===== src/rtl/pipe_add_pkg.sv =====
// pipe_add_pkg: default geometry, stage payload layout and saturation limits for pipe_add_sub.
package pipe_add_pkg;
    localparam int DEF_WIDTH  = 32;
    localparam int DEF_GROUP  = 4;
    localparam int DEF_STAGES = 2;
    localparam int CHUNK      = DEF_WIDTH / DEF_STAGES;
    localparam int NGROUP     = CHUNK / DEF_GROUP;
    localparam logic [DEF_WIDTH-1:0] SAT_MAX = {1'b0, {(DEF_WIDTH-1){1'b1}}};
    localparam logic [DEF_WIDTH-1:0] SAT_MIN = {1'b1, {(DEF_WIDTH-1){1'b0}}};

    typedef struct packed {
        logic [DEF_WIDTH-1:0] sum_lo;
        logic [DEF_WIDTH-1:0] a_hi;
        logic [DEF_WIDTH-1:0] b_hi;
        logic                 carry;
        logic                 c_msb_in;
        logic                 sat;
    } payload_t;
endpackage


===== src/rtl/pipe_add_sub_cla_group.sv =====
// cla_group: GROUP-bit carry-lookahead slice; also exposes the carry into its top bit for overflow.
module cla_group
    import pipe_add_pkg::*;
#(
    parameter int GROUP = DEF_GROUP
) (
    input  logic [GROUP-1:0] a,
    input  logic [GROUP-1:0] b,
    input  logic             cin,
    output logic [GROUP-1:0] s,
    output logic             cout,
    output logic             c_top_in
);
    logic [GROUP-1:0] p;
    logic [GROUP-1:0] g;
    logic [GROUP:0]   c;
    logic             pp;

    assign p = a ^ b;
    assign g = a & b;

    // Each carry is a flat sum of generate terms gated by the propagate run above them.
    always_comb begin
        c  = '0;
        pp = 1'b1;
        for (int i = 0; i <= GROUP; i++) begin
            pp = 1'b1;
            for (int j = i - 1; j >= 0; j--) begin
                c[i] = c[i] | (g[j] & pp);
                pp   = pp & p[j];
            end
            c[i] = c[i] | (cin & pp);
        end
    end

    assign s        = p ^ c[GROUP-1:0];
    assign cout     = c[GROUP];
    assign c_top_in = c[GROUP-1];
endmodule


===== src/rtl/pipe_add_sub.sv =====
// pipe_add_sub: STAGES-deep pipelined CLA adder/subtractor with ALU flags and valid/ready backpressure.
// Define PIPE_ADD_SAT_EN to add the sat input that clamps overflowing results.
module pipe_add_sub
    import pipe_add_pkg::*;
#(
    parameter int WIDTH  = DEF_WIDTH,
    parameter int GROUP  = DEF_GROUP,
    parameter int STAGES = DEF_STAGES
) (
    input  logic             clk,
    input  logic             rst_n,
    input  logic             in_valid,
    output logic             in_ready,
    input  logic [WIDTH-1:0] a,
    input  logic [WIDTH-1:0] b,
    input  logic             cin,
    input  logic             sub,
`ifdef PIPE_ADD_SAT_EN
    input  logic             sat,
`endif
    output logic             out_valid,
    input  logic             out_ready,
    output logic [WIDTH-1:0] sum,
    output logic             cout,
    output logic             ovf,
    output logic             zero,
    output logic             neg
);
    localparam int CW = WIDTH / STAGES;
    localparam int NG = CW / GROUP;
    localparam int L  = STAGES - 1;
    localparam logic [WIDTH-1:0] SMAX = {1'b0, {(WIDTH-1){1'b1}}};
    localparam logic [WIDTH-1:0] SMIN = ~SMAX;

    typedef struct packed {
        logic [WIDTH-1:0] sum_lo;
        logic [WIDTH-1:0] a_hi;
        logic [WIDTH-1:0] b_hi;
        logic             carry;
        logic             c_msb_in;
        logic             sat;
    } stage_t;

    if (WIDTH % (STAGES * GROUP) != 0) begin : g_bad_cfg
        $error("pipe_add_sub: WIDTH must be a multiple of STAGES*GROUP");
    end

    stage_t [STAGES-1:0] st_d;
    stage_t [STAGES-1:0] st_q;
    stage_t              last_d;
    logic   [STAGES-1:0] vld_q;
    logic   [STAGES:0]   vin;
    logic   [STAGES:0]   rdy;
    logic   [WIDTH-1:0]  sum_d;
    logic                sat_in;
    logic                ovf_d;
    logic                ovf_q;
    logic                zero_q;
    logic                neg_q;

`ifdef PIPE_ADD_SAT_EN
    assign sat_in = sat;
`else
    assign sat_in = 1'b0;
`endif

    assign vin = {vld_q, in_valid};

    always_comb begin
        rdy         = '0;
        rdy[STAGES] = out_ready;
        for (int k = STAGES - 1; k >= 0; k--) rdy[k] = !vld_q[k] | rdy[k+1];
    end

    for (genvar k = 0; k < STAGES; k++) begin : g_st
        stage_t        p;
        stage_t        d;
        logic [NG:0]   c;
        logic [NG-1:0] ct;
        logic [CW-1:0] s;
        if (k == 0) begin : g_first
            assign p = '{sum_lo: '0, a_hi: a, b_hi: b ^ {WIDTH{sub}}, carry: cin ^ sub,
                         c_msb_in: 1'b0, sat: sat_in};
        end else begin : g_next
            assign p = st_q[k-1];
        end
        assign c[0] = p.carry;
        for (genvar g = 0; g < NG; g++) begin : g_grp
            cla_group #(.GROUP(GROUP)) u_cla (
                .a        (p.a_hi[k*CW + g*GROUP +: GROUP]),
                .b        (p.b_hi[k*CW + g*GROUP +: GROUP]),
                .cin      (c[g]),
                .s        (s[g*GROUP +: GROUP]),
                .cout     (c[g+1]),
                .c_top_in (ct[g])
            );
        end
        always_comb begin
            d                     = p;
            d.sum_lo[k*CW +: CW]  = s;
            d.carry               = c[NG];
            d.c_msb_in            = ct[NG-1];
        end
        assign st_d[k] = d;
    end

    // Saturation direction follows the sign of a, which rides along untouched in a_hi.
    assign ovf_d = st_d[L].carry ^ st_d[L].c_msb_in;
`ifdef PIPE_ADD_SAT_EN
    assign sum_d = (st_d[L].sat && ovf_d) ? (st_d[L].a_hi[WIDTH-1] ? SMIN : SMAX) : st_d[L].sum_lo;
`else
    assign sum_d = st_d[L].sum_lo;
`endif

    always_comb begin
        last_d        = st_d[L];
        last_d.sum_lo = sum_d;
    end

    always_ff @(posedge clk or negedge rst_n) begin
        if (!rst_n) begin
            vld_q  <= '0;
            st_q   <= '0;
            ovf_q  <= 1'b0;
            zero_q <= 1'b0;
            neg_q  <= 1'b0;
        end else begin
            for (int k = 0; k < STAGES; k++) begin
                if (rdy[k]) vld_q[k] <= vin[k];
                if (rdy[k] && vin[k]) st_q[k] <= (k == L) ? last_d : st_d[k];
            end
            if (rdy[L] && vin[L]) begin
                ovf_q  <= ovf_d;
                zero_q <= ~|sum_d;
                neg_q  <= sum_d[WIDTH-1];
            end
        end
    end

    assign in_ready  = rdy[0];
    assign out_valid = vin[STAGES];
    assign sum       = st_q[L].sum_lo;
    assign cout      = st_q[L].carry;
    assign ovf       = ovf_q;
    assign zero      = zero_q;
    assign neg       = neg_q;
endmodule


===== config.mk =====
export PLATFORM = sky130hd
export DESIGN_NAME = pipe_add_sub
export DESIGN_NICKNAME = d
export VERILOG_FILES = /design/src/rtl/pipe_add_pkg.sv /design/src/rtl/pipe_add_sub_cla_group.sv /design/src/rtl/pipe_add_sub.sv
export SDC_FILE = /design/constraint.sdc
export NUM_CORES = 1
export LEC_CHECK = 0
export BUFFER_PORTS_ARGS = -buffer_cell sky130_fd_sc_hd__buf_2
export CORE_MARGIN = 2
export CORE_UTILIZATION = 55
export DETAILED_ROUTE_END_ITERATION = 8
export GPL_ROUTABILITY_DRIVEN = 0
export GPL_TIMING_DRIVEN = 0
export PLACE_DENSITY = 0.83
export SLEW_MARGIN = 10
export SYNTH_ARGS = -nofsm -noshare
export SYNTH_HDL_FRONTEND = slang
export SYNTH_SLANG_ARGS = --single-unit

===== constraint.sdc =====
create_clock -name clk -period 3.5 [get_ports clk]
set_input_delay 0 -clock clk [delete_from_list [all_inputs] [get_ports clk]]
set_output_delay 0 -clock clk [all_outputs]
set_load 0.005 [all_outputs]

Yosys cells after proc, flatten, opt, wreduce, memory -nomap -nowiden
Cells that the tools add are included.

Bits in registers: 119. Bits in latches: 0. Bits in writable memories: 0. Memory bits (read-only): 0. Logic and storage cells: 254. Memories: 0.

Add/sub/neg operators: 0. Multipliers: 0. Div/mod/pow operators: 0. Order comparisons: 0. Eq/ne operators: 0. Shift operators: 0. Muxes and demuxes: 0. Bitwise operators: 237. Reductions and logical operators: 6.

Operator list (count): 1-bit AND (128); 1-bit OR (82); 4-bit bitwise XOR (16); 4-bit AND (8); 32-bit OR reduction (1); 32-bit bitwise XOR (1); 1-bit logical NOT (3); 1-bit logical AND (2); 1-bit bitwise XOR (2).

Depth between registers and ports, before layout
Depth in word-level cells: 15. Mapped depth: 12. Depth with buffers taken out: 11.

Modules after synthesis
From an unflattened synthesis, not the netlist that was laid out.

Cells, all modules: 358. Area, all modules: 4857.2 um^2.

By module, submodules not included: pipe_add_sub (times used 1, cells an instance 234, area an instance 3691.0 um^2, seq. area each 2152.1 um^2); cla_group at g_st[0].g_grp[3].u_cla ... (times used 5, cells an instance 14, area an instance 140.1 um^2, seq. area each 0.0 um^2); cla_group at g_st[0].g_grp[0].u_cla ... (times used 3, cells an instance 18, area an instance 155.1 um^2, seq. area each 0.0 um^2).

Worst setup path after synthesis
Ideal clock, no wire load.

Kind: input-to-reg. From: in sub. To: reg st_q, in the netlist g_st[1].d[79]. Library setup time: 0.125 ns. Data arrival time: 2.940 ns. Data required time: 3.375 ns. Setup slack: 0.435 ns. Stages on the path: 11. Cells stage by stage: buf_2 -> buf_1 -> xor2_1 -> ha_1 -> a211o_1 -> a221o_1 -> a311oi_2 -> o21bai_1 -> a21o_1 -> fa_1 -> mux2_2.

RTL lines: start: declaration (RTL line pipe_add_sub.sv:17) `input logic sub,`; end signal: indexed assignment (RTL line pipe_add_sub.sv:130) `if (rdy[k] && vin[k]) st_q[k] <= (k == L) ? last_d : st_d[k];`; end: declaration (RTL line pipe_add_sub.sv:49) `stage_t [STAGES-1:0] st_q;`.

Final worst setup path
From: reg st_q, in the netlist g_st[1].d[57]. To: reg zero_q (netlist: zero).

Longest elaborated chain between the ends: 13. Elaborated cells on any way between the ends: 40. Classes of those cells: bitwise (38); reduce/logical (2).

RTL lines: 4-bit AND or 4-bit bitwise XOR (tied branches) (RTL line pipe_add_sub_cla_group.sv:20, pipe_add_sub_cla_group.sv:19); 1-bit AND, on equally long branches (RTL line pipe_add_sub_cla_group.sv:29, pipe_add_sub_cla_group.sv:30); 1-bit OR, or another cell as far along (2 in a row) (RTL line pipe_add_sub_cla_group.sv:29) `c[i] = c[i] | (g[j] & pp);`; 1-bit OR or 1-bit AND (tied branches) (RTL line pipe_add_sub_cla_group.sv:29, pipe_add_sub_cla_group.sv:32); 1-bit OR (RTL line pipe_add_sub_cla_group.sv:32) `c[i] = c[i] | (cin & pp);`; 1-bit AND (RTL line pipe_add_sub_cla_group.sv:32); 1-bit OR (RTL line pipe_add_sub_cla_group.sv:32); 1-bit AND (RTL line pipe_add_sub_cla_group.sv:32); 1-bit OR (RTL line pipe_add_sub_cla_group.sv:32); 4-bit bitwise XOR (RTL line pipe_add_sub_cla_group.sv:36) `assign s = p ^ c[GROUP-1:0];`; 32-bit OR reduction * (RTL line pipe_add_sub.sv:134) `zero_q <= ~|sum_d;`; 1-bit logical NOT * (RTL line pipe_add_sub.sv:134); end signal: assignment (RTL line pipe_add_sub.sv:134); end: declaration (RTL line pipe_add_sub.sv:58) `logic zero_q;`.

Mark *: on every way between the ends. The rest lies on a longest branch, timed or not. A chain may end at the register's enable or synchronous reset.

==> key figures <==
Status
  • Run status: complete, but fails checks
  • Violated checks: hold timing

Global route
  • Grt ovf: 0
  • Vias in the first global route: about 4,300
  • Total track usage: 0.266
  • Largest net degree at the start of global routing: 49
  • Initial antenna violation count: 1
  • Global-route wire length before repair: 20,300 um

STA
  • Final number of max-transition violations: 0
  • Clock skew: about 13 ps
  • RSZ-0062 raised after global routing: false
  • Worst slew margin: 0.494
  • Final Cycle Share: 0.912
  • Final-report hold violation count: 1
  • Final setup viols: 0
  • Fin crit period: ~3200 ps
  • Setup TNS after final layout: 0 ps
  • Hold WS: -3.15 ps
  • Peak Freq: about 310 MHz
  • Worst Tran Pin Value: approximately 760 ps

Logic synthesis
  • Cell variety after synth: 52
  • Post-synth top area cell: dfrtp_1
  • Post-synth ARST share: 1.00
  • Yosys warnings: 0
  • Dominant cells by area after synthesis: dfrtp_1 44%, mux2_2 9.1%, ha_1 8.1%
  • EDFF count, synth: 0
  • Ys flop type: dfrtp_1
  • Seq cells post-synth: 86
  • Gate Count Post-Synth: between 400 and 500
  • Syn Nets: 570
  • Register area share after synthesis: 0.436
  • Synth top area share: 0.436
  • Mean post-synth cell area: roughly 11 sq um
  • Synthesized area: 4940 sq um

Cells and area
  • FILL cells: 612
  • Antenna diodes: 0
  • Layout net count: between 700 and 800
  • Area of the multi-input gates: ~2700 sq um
  • Number of non-filler instances in the completed layout: a little over 700
  • Layout cell share with drive strength beyond 1: 0.276
  • Area growth syn-to-layout: 24.6%
  • Register area: 2150 sq um

Critical path
  • R2R Setup Slk: between 300 and 400 ps
  • Crit Reg-Reg Startpoint: g_st[1].d[57]$_DFFE_PN0P_
  • CP Launch Point: g_st[1].d[57]$_DFFE_PN0P_
  • Worst EP arrival: about 3500 ps
  • Crit path max fanout: 6
  • FF-to-FF path depth: 11
  • Reg-to-reg endpoint: zero$_DFFE_PN0P_
  • Critical Path Start Type: flip-flop
  • CP required: 3770 ps
  • Setup crit end kind: flip-flop
  • Kind of critical path: reg2reg

Floorplanning
  • Die ar.: about 9700 sq um
  • Die width: 98.7 um
  • Ports: approximately 110
  • Row cnt: 34
  • Die Span Y: 98.7 um
  • Core Area: 8720 sq um
  • Starting Density: 0.566

Worst hold path
  • Worst Hold Launch: b[30]
  • Hold Path Class: in2reg
  • Hold Crit Depth: 3
  • Hold Crit Endpoint: g_st[1].d[33]$_DFFE_PN0P_

Clock tree
  • Clock Sinks: 86
  • Setup bufs post-CTS: 0
  • Root Buffer: clkbuf_8
  • Bufs on Longest Clock Path: 2
  • CTS tree: done
  • Later-pin clock latency in the skew report: 370 ps
  • Cts bufs inserted: 9
  • Clk slew on worst S/H paths: 90 ps
  • CTS H-tree lvls: 3

Power and ir drop
  • Worst vdd ir: about 0.00027 V
  • Pwr dens: 580 nW/um^2
  • Leakage: 2.90 nW

Detailed routing
  • DRT antenna net count: 0
  • Initial DRC count: 225
  • Wire length per cell: 17.4 um
  • Vias/cell: 5.77
  • Initial DRT Pass Iterations: 4
  • DRC viols: 0
  • Total routed wirelength: 12,600 um
  • Via Count: between 4,000 and 5,000

Placement
  • IO buf count: 106
  • Dpl cells: between 600 and 700
  • Detailed Place HPWL: 9150 um

Job
  • Maxcap violations: 0
-- how the worst max path moves through the flow --
stage / end / slack [ps] / cells past startpoint
detailed placement: g_st[1].d[79]$_DFFE_PN0P_ / 60 / 11
CTS: zero$_DFFE_PN0P_ / 390 / 11
global placement: g_st[1].d[79]$_DFFE_PN0P_ / 110 / 11
global route: zero$_DFFE_PN0P_ / 20 / 11
floorplan: g_st[1].d[79]$_DFFE_PN0P_ / 440 / 11
finish: zero$_DFFE_PN0P_ / 310 / 11
-- per-stage QoR --
stage / area (sq um) / utilization / total power, mW / setup WS, ps
2_1_floorplan: 4940 / - / 2.30 / 435
3_3_place_gp: 5600 / 0.642 / 2.74 / 114
3_5_place_dp: 5620 / 0.645 / 2.83 / 61.3
4_1_cts: 6150 / 0.705 / 3.53 / 394
5_1_grt: 6150 / 0.705 / 3.77 / 16.6
6_report: 6150 / 0.705 / 3.57 / 307
-- report_power, final --
part	total, mW	internal (mW)	switching (mW)
registers	1.48	1.29	0.197
clock network	0.687	0.324	0.363
logic	1.39	0.682	0.713
-- cell families (layout without fill, tap and decap cells) --
kind of cell    count (synthesis)  after routing  synth area share
xor+xnor                       54             54            0.0958
compound gates                 99             99             0.130
buf+inv                        33            189            0.0261
mux                            43             43            0.0973
flops                          86             86             0.436
fa+ha+maj                      40             40             0.114
simple gates                  105            105             0.102
-- cell usage after synthesis (all sizes together), types with 2 or more instances --
cell type	count
nand2	49
o21a	6
nand4	2
a31oi	5
o21bai	3
inv	15
nor2	15
fa	8
mux2i	3
dfrtp	86
mux2	40
nor4	5
nor3	5
and2	3
o31ai	4
ha	32
and3	3
o211ai	3
a21o	6
a211oi	4
xor2	27
nor3b	3
or3	3
a221o	2
xnor2	27
buf	5
clkbuf	13
o21ai	42
a21oi	11
nand3	3
nand2b	8
-- sequential cells by signal (all words and copies together) (netlist names) --
name	cells
cout	1
ovf	1
zero	1
g_st.d	48
vld_q	2
g_st.c	1
sum	32
-- timing repair --
action / CTS / global route
resized for setup: 0 / 0
endpoints found under the hold margin: 81 / 0
hold buffers: 34 / 0
-- layout make-up --
type,count,share of cell area
inverters,15,0.00915
repair buffers,141,0.145
well taps,108,0.0220
plain buffers,18,0.0118
flip-flops and latches,86,0.350
clock buffers,9,0.0201
multi-input cells,341,0.432
clock inverters,6,0.0104
-- worst max-delay path, cell delays in order, from the launching register on --
cell and delay [ps]:
dfrtp_1 440, ha_1 410, and2_1 180, o211ai_1 150, o211ai_1 310, a31oi_1 170
fa_1 550, nand4b_1 120, nor3_1 200, nand4_1 120, o31a_1 260, a211oi_1 190
-- layout by cell type, fill, tap and decap left out, drive strengths merged, types with 4 or more instances in the layout --
cell and instances:
o31ai 4, nor4 5, dlygate4sd3 34, xor2 27
xnor2 27, a31oi 5, a211oi 4, nor3 5
inv 15, dfrtp 86, o21ai 42, buf 112
mux2 40, nor2 15, clkbuf 22, a21o 6
ha 32, o21a 6, a21oi 11, fa 8
nand2 49, nand2b 8
-- per-layer routing --
metal	global-route usage	up-vias	wire length (um)
met4	0.136	2	405
li1	-	1924	-
met5	0	-	13
met3	0.0376	41	784
met2	0.439	199	6110
met1	0.345	2008	5260
Note: power is estimated with default switching activity, not from simulation.
